File: src/rtl/serdes_pkg.sv
// serdes_pkg: shared types, counter-width helper and idle-level default for the serial link blocks
package serdes_pkg;
  typedef enum logic {IDLE, SHIFT} state_t;
  localparam logic IDLE_LEVEL_DEF = 1'b0;
  function automatic int cnt_w(input int w);
    return $clog2(w);
  endfunction
endpackage

File: src/rtl/piso_serializer_if.sv
// piso_serializer_if: load handshake, bit strobe and serial output bundle
interface piso_serializer_if #(parameter int DATA_W = 8);
  logic load_valid;
  logic load_ready;
  logic [DATA_W-1:0] load_data;
  logic bit_en;
  logic ser_out;
  logic ser_valid;
  logic ser_last;
  logic done;
  modport master (output load_valid, load_data, bit_en, input load_ready, ser_out, ser_valid, ser_last, done);
  modport slave (input load_valid, load_data, bit_en, output load_ready, ser_out, ser_valid, ser_last, done);
endinterface

File: src/rtl/piso_hold_buf.sv
// piso_hold_buf: one-entry word buffer with full flag
module piso_hold_buf #(
  parameter int DATA_W = 8
) (
  input  logic              clk,
  input  logic              rst_n,
  input  logic              load,
  input  logic              unload,
  input  logic [DATA_W-1:0] din,
  output logic [DATA_W-1:0] dout,
  output logic              full
);
  always_ff @(posedge clk or negedge rst_n) begin
    if (!rst_n) begin
      dout <= '0;
      full <= 1'b0;
    end else begin
      if (load) dout <= din;
      full <= load ? 1'b1 : unload ? 1'b0 : full;
    end
  end
endmodule

File: src/rtl/piso_serializer.sv
// piso_serializer: parallel-in/serial-out transmitter with a one-word holding buffer
module piso_serializer
  import serdes_pkg::*;
#(
  parameter int   DATA_W     = 8,
  parameter bit   LSB_FIRST  = 1'b1,
  parameter logic IDLE_LEVEL = IDLE_LEVEL_DEF
) (
  input logic clk,
  input logic rst_n,
  piso_serializer_if.slave bus
);
  localparam int CNT_W = cnt_w(DATA_W);
  localparam logic [CNT_W-1:0] LAST = CNT_W'(DATA_W - 1);
  state_t state, state_nx;
  logic [CNT_W-1:0] cnt, cnt_nx;
  logic [DATA_W-1:0] sh, sh_nx, buf_data;
  logic buf_full, done_q, accept, eow, buf_load, buf_unload;
  assign accept     = bus.load_valid && !buf_full;
  assign eow        = state == SHIFT && bus.bit_en && cnt == LAST;
  assign buf_unload = eow && buf_full;
  // at end of word an empty buffer is bypassed so the new word starts with no gap
  assign buf_load   = state == SHIFT && accept && !eow;
  piso_hold_buf #(.DATA_W(DATA_W)) u_buf (
    .clk(clk),
    .rst_n(rst_n),
    .load(buf_load),
    .unload(buf_unload),
    .din(bus.load_data),
    .dout(buf_data),
    .full(buf_full)
  );
  always_comb begin
    state_nx = state;
    cnt_nx   = cnt;
    sh_nx    = sh;
    if (state == IDLE && accept) begin
      state_nx = SHIFT;
      cnt_nx   = '0;
      sh_nx    = bus.load_data;
    end else if (eow) begin
      state_nx = (buf_full || accept) ? SHIFT : IDLE;
      cnt_nx   = '0;
      sh_nx    = buf_full ? buf_data : bus.load_data;
    end else if (state == SHIFT && bus.bit_en) begin
      cnt_nx = cnt + 1'b1;
      sh_nx  = LSB_FIRST ? sh >> 1 : sh << 1;
    end
  end
  always_ff @(posedge clk or negedge rst_n) begin
    if (!rst_n) begin
      state  <= IDLE;
      cnt    <= '0;
      sh     <= '0;
      done_q <= 1'b0;
    end else begin
      state  <= state_nx;
      cnt    <= cnt_nx;
      sh     <= sh_nx;
      done_q <= eow;
    end
  end
  assign bus.load_ready = !buf_full;
  assign bus.ser_valid  = state == SHIFT;
  assign bus.ser_out    = state == SHIFT ? (LSB_FIRST ? sh[0] : sh[DATA_W-1]) : IDLE_LEVEL;
  assign bus.ser_last   = state == SHIFT && cnt == LAST;
  assign bus.done       = done_q;
endmodule

File: src/flat_wrapper.sv
// flat-port wrapper written by rule: the top's interface ports become plain ports
module piso_serializer_flat import serdes_pkg::*;
#(
  parameter int   DATA_W     = 8,
  parameter bit   LSB_FIRST  = 1'b1,
  parameter logic IDLE_LEVEL = IDLE_LEVEL_DEF
)
  (clk, rst_n, bus_load_valid, bus_load_data, bus_bit_en, bus_load_ready, bus_ser_out, bus_ser_valid, bus_ser_last, bus_done);
  piso_serializer_if #(.DATA_W(DATA_W)) bus_i ();
  input logic clk;
  input logic rst_n;
  input wire logic [$bits(bus_i.load_valid)-1:0] bus_load_valid;
  input wire logic [$bits(bus_i.load_data)-1:0] bus_load_data;
  input wire logic [$bits(bus_i.bit_en)-1:0] bus_bit_en;
  output wire logic [$bits(bus_i.load_ready)-1:0] bus_load_ready;
  output wire logic [$bits(bus_i.ser_out)-1:0] bus_ser_out;
  output wire logic [$bits(bus_i.ser_valid)-1:0] bus_ser_valid;
  output wire logic [$bits(bus_i.ser_last)-1:0] bus_ser_last;
  output wire logic [$bits(bus_i.done)-1:0] bus_done;
  assign bus_i.load_valid = bus_load_valid;
  assign bus_i.load_data = bus_load_data;
  assign bus_i.bit_en = bus_bit_en;
  assign bus_load_ready = bus_i.load_ready;
  assign bus_ser_out = bus_i.ser_out;
  assign bus_ser_valid = bus_i.ser_valid;
  assign bus_ser_last = bus_i.ser_last;
  assign bus_done = bus_i.done;
  piso_serializer #(.DATA_W(DATA_W), .LSB_FIRST(LSB_FIRST), .IDLE_LEVEL(IDLE_LEVEL)) u_core (.clk(clk), .rst_n(rst_n), .bus(bus_i));
endmodule
File: config.mk
export PLATFORM = sky130hd
export DESIGN_NAME = piso_serializer_flat
export DESIGN_NICKNAME = d
export VERILOG_FILES = /design/src/rtl/serdes_pkg.sv /design/src/rtl/piso_serializer_if.sv /design/src/rtl/piso_hold_buf.sv /design/src/rtl/piso_serializer.sv /design/src/flat_wrapper.sv
export SDC_FILE = /design/constraint.sdc
export NUM_CORES = 1
export LEC_CHECK = 0
export CAP_MARGIN = 10
export CELL_PAD_IN_SITES_DETAIL_PLACEMENT = 0
export CELL_PAD_IN_SITES_GLOBAL_PLACEMENT = 1
export CORE_MARGIN = 2
export CORE_UTILIZATION = 46
export DETAILED_ROUTE_END_ITERATION = 8
export GPL_ROUTABILITY_DRIVEN = 0
export PLACE_DENSITY = 0.88
export SYNTH_ARGS = -nofsm -noshare
export SYNTH_HDL_FRONTEND = slang
export SYNTH_SLANG_ARGS = --single-unit
File: constraint.sdc
create_clock -name clk -period 3.4 [get_ports clk]
set_input_delay 0.68 -clock clk [delete_from_list [all_inputs] [get_ports clk]]
set_output_delay 0.68 -clock clk [all_outputs]
set_load 0.02 [all_outputs]
==> results.json, run 1 <==
{
  "crit_chain": "ha_1 > ha_1 > and2_1 > clkdlybuf4s50_1",
  "syn_nets": 130,
  "maxSlewHeadroom": 0.3344,
  "status": "finished, final reports clean",
  "netlist_area_um2": 1272,
  "h-tree-depth": 1,
  "crit_fanout": 13,
  "drc": 0,
  "area_delta_synth_final_pct": 13.18,
  "slowest_delay_ns": 0.59,
  "dpl.hpwl_um": 1675,
  "start_util": 0.4737,
  "grt_max_degree": 23,
  "arrival_ns": 2.06,
  "power_mw": 1.009,
  "finalCriticalPeriod_ns": 2.740,
  "ant_nets": 0,
  "gr-usage-met3": 0.02074,
  "place_inst": 154,
  "power_density_nw_per_um2": 700.6,
  "drv_cap": 0,
  "tightest_slew_ns": 0.9953,
  "io_pins": 17,
  "grt_overflow_total": 0,
  "p_leak_nw": 0.6916,
  "switching_share": 0.3506,
  "finalWorstSetupSlack_ns": 0.6604,
  "final_max_slew_viol_count": 0,
  "p_comb_frac": 0.390,
  "p_sw_uw": 353.7,
  "rsz0062_at_grt": "no",
  "fmax_mhz": 365.0,
  "ir_worst_vdd_uv": 416.7,
  "postCtsHoldBufs": 0,
  "hold_viol": 0,
  "portBuffers": 16,
  "clkPwrFrac": 0.147,
  "nFillCells": 259,
  "endpoint_kind": "output pin",
  "routed_wl_um": 2453,
  "period_share": 0.8058,
  "reg2reg_depth": 3,
  "antenna_found_initial": 0,
  "hold_depth": 1,
  "cts-resized-gates": 0,
  "whs_ns": 0.5020,
  "fin_skew_ns": 0.008831,
  "cpMostUsedCell": "ha_1",
  "ys_types": 33,
  "path_clk_slew_ns": 0.12,
  "finalSetupViolCount": 0,
  "die-area_um2": 3203,
  "yosys_warnings": 0,
  "grt_pass1_wl_um": 4133,
  "path_class": "reg -> out",
  "required_ns": 2.72,
  "nets": 142,
  "cp_slowest_cell": "clkdlybuf4s50_1",
  "postCtsSetupRepairBufs": 0,
  "grt_pass1_vias": 888,
  "place_ws_ns": 1.015,
  "wl_per_cell_um": 15.53,
  "viasPerCell": 6.070,
  "cts_buffers": 3,
  "setup_tns_ns": 0,
  "die_w_um": 56.60,
  "drtIter0Drc": 15,
  "met1_usage": 0.2219,
  "clockBufferDepth": 2,
  "ys_seq_area_frac": 0.4326,
  "tritoncts": "yes",
  "core-area_um2": 2686,
  "firstDrtPassIters": 4,
  "grt_usage": 0.1683,
  "power_frac_seq": 0.463,
  "die_h_um": 56.60,
  "power.internal_uw": 655.2,
  "rows": 19,
  "min_path_type": "reg -> reg",
  "crit_path_start_kind": "register",
  "dr_total_vias": 959,
  "drive_gt1_frac": 0.08661,
  "grt-busiest-layer": "met2",
  "stdcell_count": 158,
  "netlist_instances": 116,
  "cts_root_buffer": "clkbuf_4",
  "met2_usage": 0.2724,
  "avgSynthCellArea_um2": 10.97,
  "clock_sinks": 22,
  "ys_ff_latch": 22,
  "clk_latency_ns": 0.32,
  "diodes": 0
}
-- through the flow --
| step | util | area [µm²] |
|---|---|---|
| 6_report | 0.5361 | 1440 |
| 5_1_grt | 0.5361 | 1440 |
| 4_1_cts | 0.5361 | 1440 |
| 3_5_place_dp | 0.5226 | 1404 |
| 3_3_place_gp | 0.5226 | 1404 |
| 2_1_floorplan | - | 1272 |
-- power groups by stage --
stage / registers, mW / logic (mW) / clock network (mW)
6_report: 0.467 / 0.394 / 0.148
5_1_grt: 0.484 / 0.440 / 0.160
4_1_cts: 0.466 / 0.400 / 0.154
3_5_place_dp: 0.473 / 0.399 / 0
3_3_place_gp: 0.465 / 0.382 / 0
2_1_floorplan: 0.432 / 0.334 / 0
-- path summary, 6_finish.rpt --
kind / startpoint / endpoint / slack (ns)
max in group asynchronous: rst_n / u_core.u_buf.dout[6] / 1.90
worst min register to register: u_core.u_buf.dout[0] / u_core.u_buf.dout[0] / 0.50
min in group asynchronous: rst_n / u_core.u_buf.dout[4] / 0.89
worst min-delay path: u_core.u_buf.dout[0] / u_core.u_buf.dout[0] / 0.50
worst max-delay path: u_core.cnt[0] / bus_ser_last / 0.66
worst max register to register: u_core.u_buf.full / u_core.sh[0] / 1.54
-- Yosys cell counts --
cell type	count	area share
o21ai_0	3	0.012
o21ai_1	1	0.0039
nand2_1	4	0.012
inv_1	8	0.024
a31oi_1	5	0.025
and3_1	1	0.0049
nand2b_1	4	0.020
nand3b_1	2	0.012
mux2_2	3	0.027
a21boi_1	1	0.0059
buf_2	3	0.012
mux2i_1	11	0.087
buf_6	3	0.027
nand3_4	1	0.014
a221oi_2	1	0.012
a221oi_1	1	0.0069
and2b_1	1	0.0059
buf_4	2	0.012
a21oi_1	2	0.0079
clkbuf_1	1	0.0029
o32a_1	5	0.039
o32ai_1	2	0.014
a22oi_1	5	0.030
nor3b_1	1	0.0059
and3b_1	5	0.034
nor2b_1	1	0.0049
ha_1	2	0.020
and2_1	2	0.0098
mux2_1	5	0.044
nor2_1	5	0.015
dfrtp_1	22	0.43
o221ai_1	1	0.0069
a31o_2	2	0.014
-- sequential cells by signal, indices dropped and copies added, names as in the netlist --
| name | count |
|---|---|
| u_core.u_buf.full | 1 |
| u_core.bus.done | 1 |
| u_core.sh | 8 |
| u_core.cnt | 3 |
| u_core.u_buf.dout | 8 |
| u_core.bus.ser_valid | 1 |
-- area by class of cell --
type	instances	area (µm²)	share of cell area
clock buffers	4	36.28	0.02520
inverters	8	30.03	0.02085
multi-input cells	77	624.3	0.4335
flip-flops and latches	22	550.5	0.3823
well taps	31	38.79	0.02693
repair buffers	16	160.2	0.1112
-- per-layer routing --
metal  routed length (µm)  part of all wire
met5                    0                 0
met3                   58             0.024
met4                   63             0.026
met2                 1182              0.48
met1                 1149              0.47
-- cell families after synthesis --
family                     Yosys count  synth area share
buffers and inverters               17           0.07669
and+or+nand+nor                     27            0.1377
muxes                               19            0.1573
adders and majority gates            2           0.01966
DFF                                 22            0.4326
AOI/OAI and AO/OA                   29            0.1760
-- worst max-delay path, delay by kind of cell (launching register included) --
| family | cells | cell delay [ns] |
|---|---|---|
| adders and majority gates | 2 | 0.57 |
| DFF | 1 | 0.40 |
| and+or+nand+nor | 1 | 0.19 |
| buffers and inverters | 1 | 0.59 |
-- cell usage in the layout (no fill, tap or decap), types with 2 or more instances in the layout --
master            n
and3b_1           5
clkdlybuf4s50_1  16
mux2i_1          11
nor2_1            5
ha_1              2
o32ai_1           2
nand3b_1          2
mux2_1            5
inv_1             8
a31oi_1           5
and2_1            2
mux2_2            3
o32a_1            5
nand2b_1          4
o21ai_0           3
dfrtp_1          22
a21oi_1           2
a22oi_1           5
nand2_1           4
a31o_2            2
clkbuf_4          3
Power figures use the tool's default switching activity.
==> inputs of run 2 (changes only) <==
- CORE_UTILIZATION: 46 -> 38
- PLACE_DENSITY: 0.88 -> 0.78
- clock period: 3.4 -> 2.25 ns (I/O delays scaled with it)
==> run 2 against run 1 <==
Effect of this change: critical path depth stayed put; register-to-register slack got worse by 1.1 ns; global-route usage fell by 0.89 points; design area is 3.4% higher; sequential power rose by 45%; clock-buffer cell count is 1 lower; critical path type unchanged; largest power group unchanged; highest routed layer unchanged.
==> results.json, run 2 (synthesis results as in run 1) <==
{
  "multi_input_area_um2": 624.3,
  "cts_buffers": 3,
  "crit_fanout": 4,
  "p_sw_uw": 533.6,
  "die-area_um2": 3827,
  "reg2reg_depth": 6,
  "maxSlewHeadroom": 0.7227,
  "topRoutingLayerUsed": "met4",
  "power_mw": 1.503,
  "r2r_start": "u_core.cnt[0]",
  "finalWorstSetupSlack_ns": 0.2239,
  "tritoncts": "yes",
  "clkPwrFrac": 0.119,
  "cts_root_buffer": "clkbuf_4",
  "nFillCells": 328,
  "fin_skew_ns": 0.003821,
  "grt_max_degree": 23,
  "ant_nets": 0,
  "portBuffers": 16,
  "finalSetupViolCount": 0,
  "crit_path_start_kind": "register",
  "p_leak_nw": 0.7170,
  "firstDrtPassIters": 4,
  "drtIter0Drc": 28,
  "ir_worst_vdd_uv": 476.1,
  "fin_util": 0.4533,
  "nets": 148,
  "hold_viol": 0,
  "grt_pass1_wl_um": 4388,
  "antenna_found_initial": 0,
  "power_frac_seq": 0.450,
  "dpl.hpwl_um": 1876,
  "path_clk_slew_ns": 0.12,
  "drive_gt1_frac": 0.1212,
  "drv_cap": 0,
  "finalCriticalPeriod_ns": 2.026,
  "grt_pass1_vias": 942,
  "fmax_mhz": 493.6,
  "final_common_cell": "dfrtp_1",
  "io_pins": 17,
  "rsz0062_at_grt": "no",
  "rows": 21,
  "reg2reg_to": "u_core.u_buf.dout[5]",
  "period_share": 0.9005,
  "dr_total_vias": 969,
  "endpoint_kind": "output pin",
  "drt-met1-wl_um": 1238,
  "switching_share": 0.3550,
  "drc": 0,
  "clockBufferDepth": 2,
  "postCtsHoldBufs": 0,
  "final_cell_mix": "22 x dfrtp_1, 15 x clkdlybuf4s50_1, 11 x mux2i_1, 8 x inv_1, 6 x buf_4",
  "die_h_um": 61.87,
  "route.met3.wl_um": 47,
  "diodes": 0,
  "arrival_ns": 1.58,
  "status": "finished, final reports clean",
  "reg.largest.list": "u_core.sh x8, u_core.u_buf.dout x8, u_core.cnt x3",
  "viasPerCell": 5.444,
  "power.internal_uw": 969.4,
  "required_ns": 1.80,
  "tightest_slew_ns": 0.4154,
  "wl_per_cell_um": 14.96,
  "place_ws_ns": 0.3366,
  "cts-resized-gates": 1,
  "final_max_slew_viol_count": 0,
  "min_path_type": "in -> async",
  "clock_sinks": 22,
  "h-tree-depth": 1,
  "grt_overflow_total": 0,
  "start_util": 0.3874,
  "area_delta_synth_final_pct": 17.01,
  "grt_usage": 0.1593,
  "clk_latency_ns": 0.30,
  "routed_wl_um": 2662,
  "core-area_um2": 3284,
  "postCtsSetupRepairBufs": 0,
  "regArea_um2": 550.5,
  "p_comb_frac": 0.431,
  "route.met2.wl_um": 1340,
  "die_w_um": 61.87,
  "power_density_nw_per_um2": 1009,
  "rrSetupSlack_ns": 0.46,
  "setup_tns_ns": 0,
  "path_class": "reg -> out"
}
[run 2: changes by cell type in the layout (fill, tap and decap cells not counted), sizes merged]
cell           previous run  this run
dlygate4sd2               0         1
buf                       0         6
clkbuf                    4         3
clkdlybuf4s50            16        15
[run 2: final cells by class]
class,instances,area share
multi-input cells,77,0.4193
flip-flops and latches,22,0.3697
repair buffers,22,0.1370
well taps,46,0.03866
inverters,8,0.02017
clock buffers,3,0.01513
[run 2: worst max path at each step]
stage | startpoint | endpoint | slack, ns | cells after the start
after floorplan | u_core.cnt[0] | bus_ser_last | 0.65 | 4
after global placement | u_core.cnt[0] | bus_ser_last | 0.36 | 4
after detailed placement | u_core.cnt[0] | bus_ser_last | 0.34 | 4
after CTS | u_core.cnt[0] | bus_ser_last | 0.20 | 4
after global routing | u_core.cnt[0] | bus_ser_last | 0.15 | 4
final | u_core.cnt[0] | bus_ser_last | 0.22 | 4
[run 2: worst max-delay path: stages (launching register included)]
cell and delay [ns]:
dfrtp_1 0.42, ha_1 0.21, ha_1 0.19, and2_1 0.15, dlygate4sd2_1 0.31
[run 2: power groups by stage]
stage | logic, mW | registers [mW] | clock network [mW]
2_1_floorplan | 0.505 | 0.652 | 0
6_report | 0.648 | 0.676 | 0.179
3_5_place_dp | 0.657 | 0.686 | 0
3_3_place_gp | 0.632 | 0.674 | 0
4_1_cts | 0.659 | 0.677 | 0.189
5_1_grt | 0.723 | 0.701 | 0.205
[run 2: stage by stage]
stage          instance area (µm²)  cells  hold slack (ns)
2_1_floorplan                 1272    116           0.1544
3_3_place_gp                  1468    175           0.4736
3_5_place_dp                  1468    175           0.4903
4_1_cts                       1489    178           0.4877
5_1_grt                       1489    178           0.5007
6_report                      1489    178           0.4854
[run 2: routing by layer]
metal	GRT usage	vias up
met5	0	-
met4	0.05775	0
met3	0.02070	4
met2	0.2752	10
met1	0.2039	491
li1	-	464
==> inputs of run 3 (changes only) <==
- TNS_END_PERCENT: unset -> 20
==> results of run 3 <==
Same layout as run 2: the final DEF is identical, and so are final timing and power.
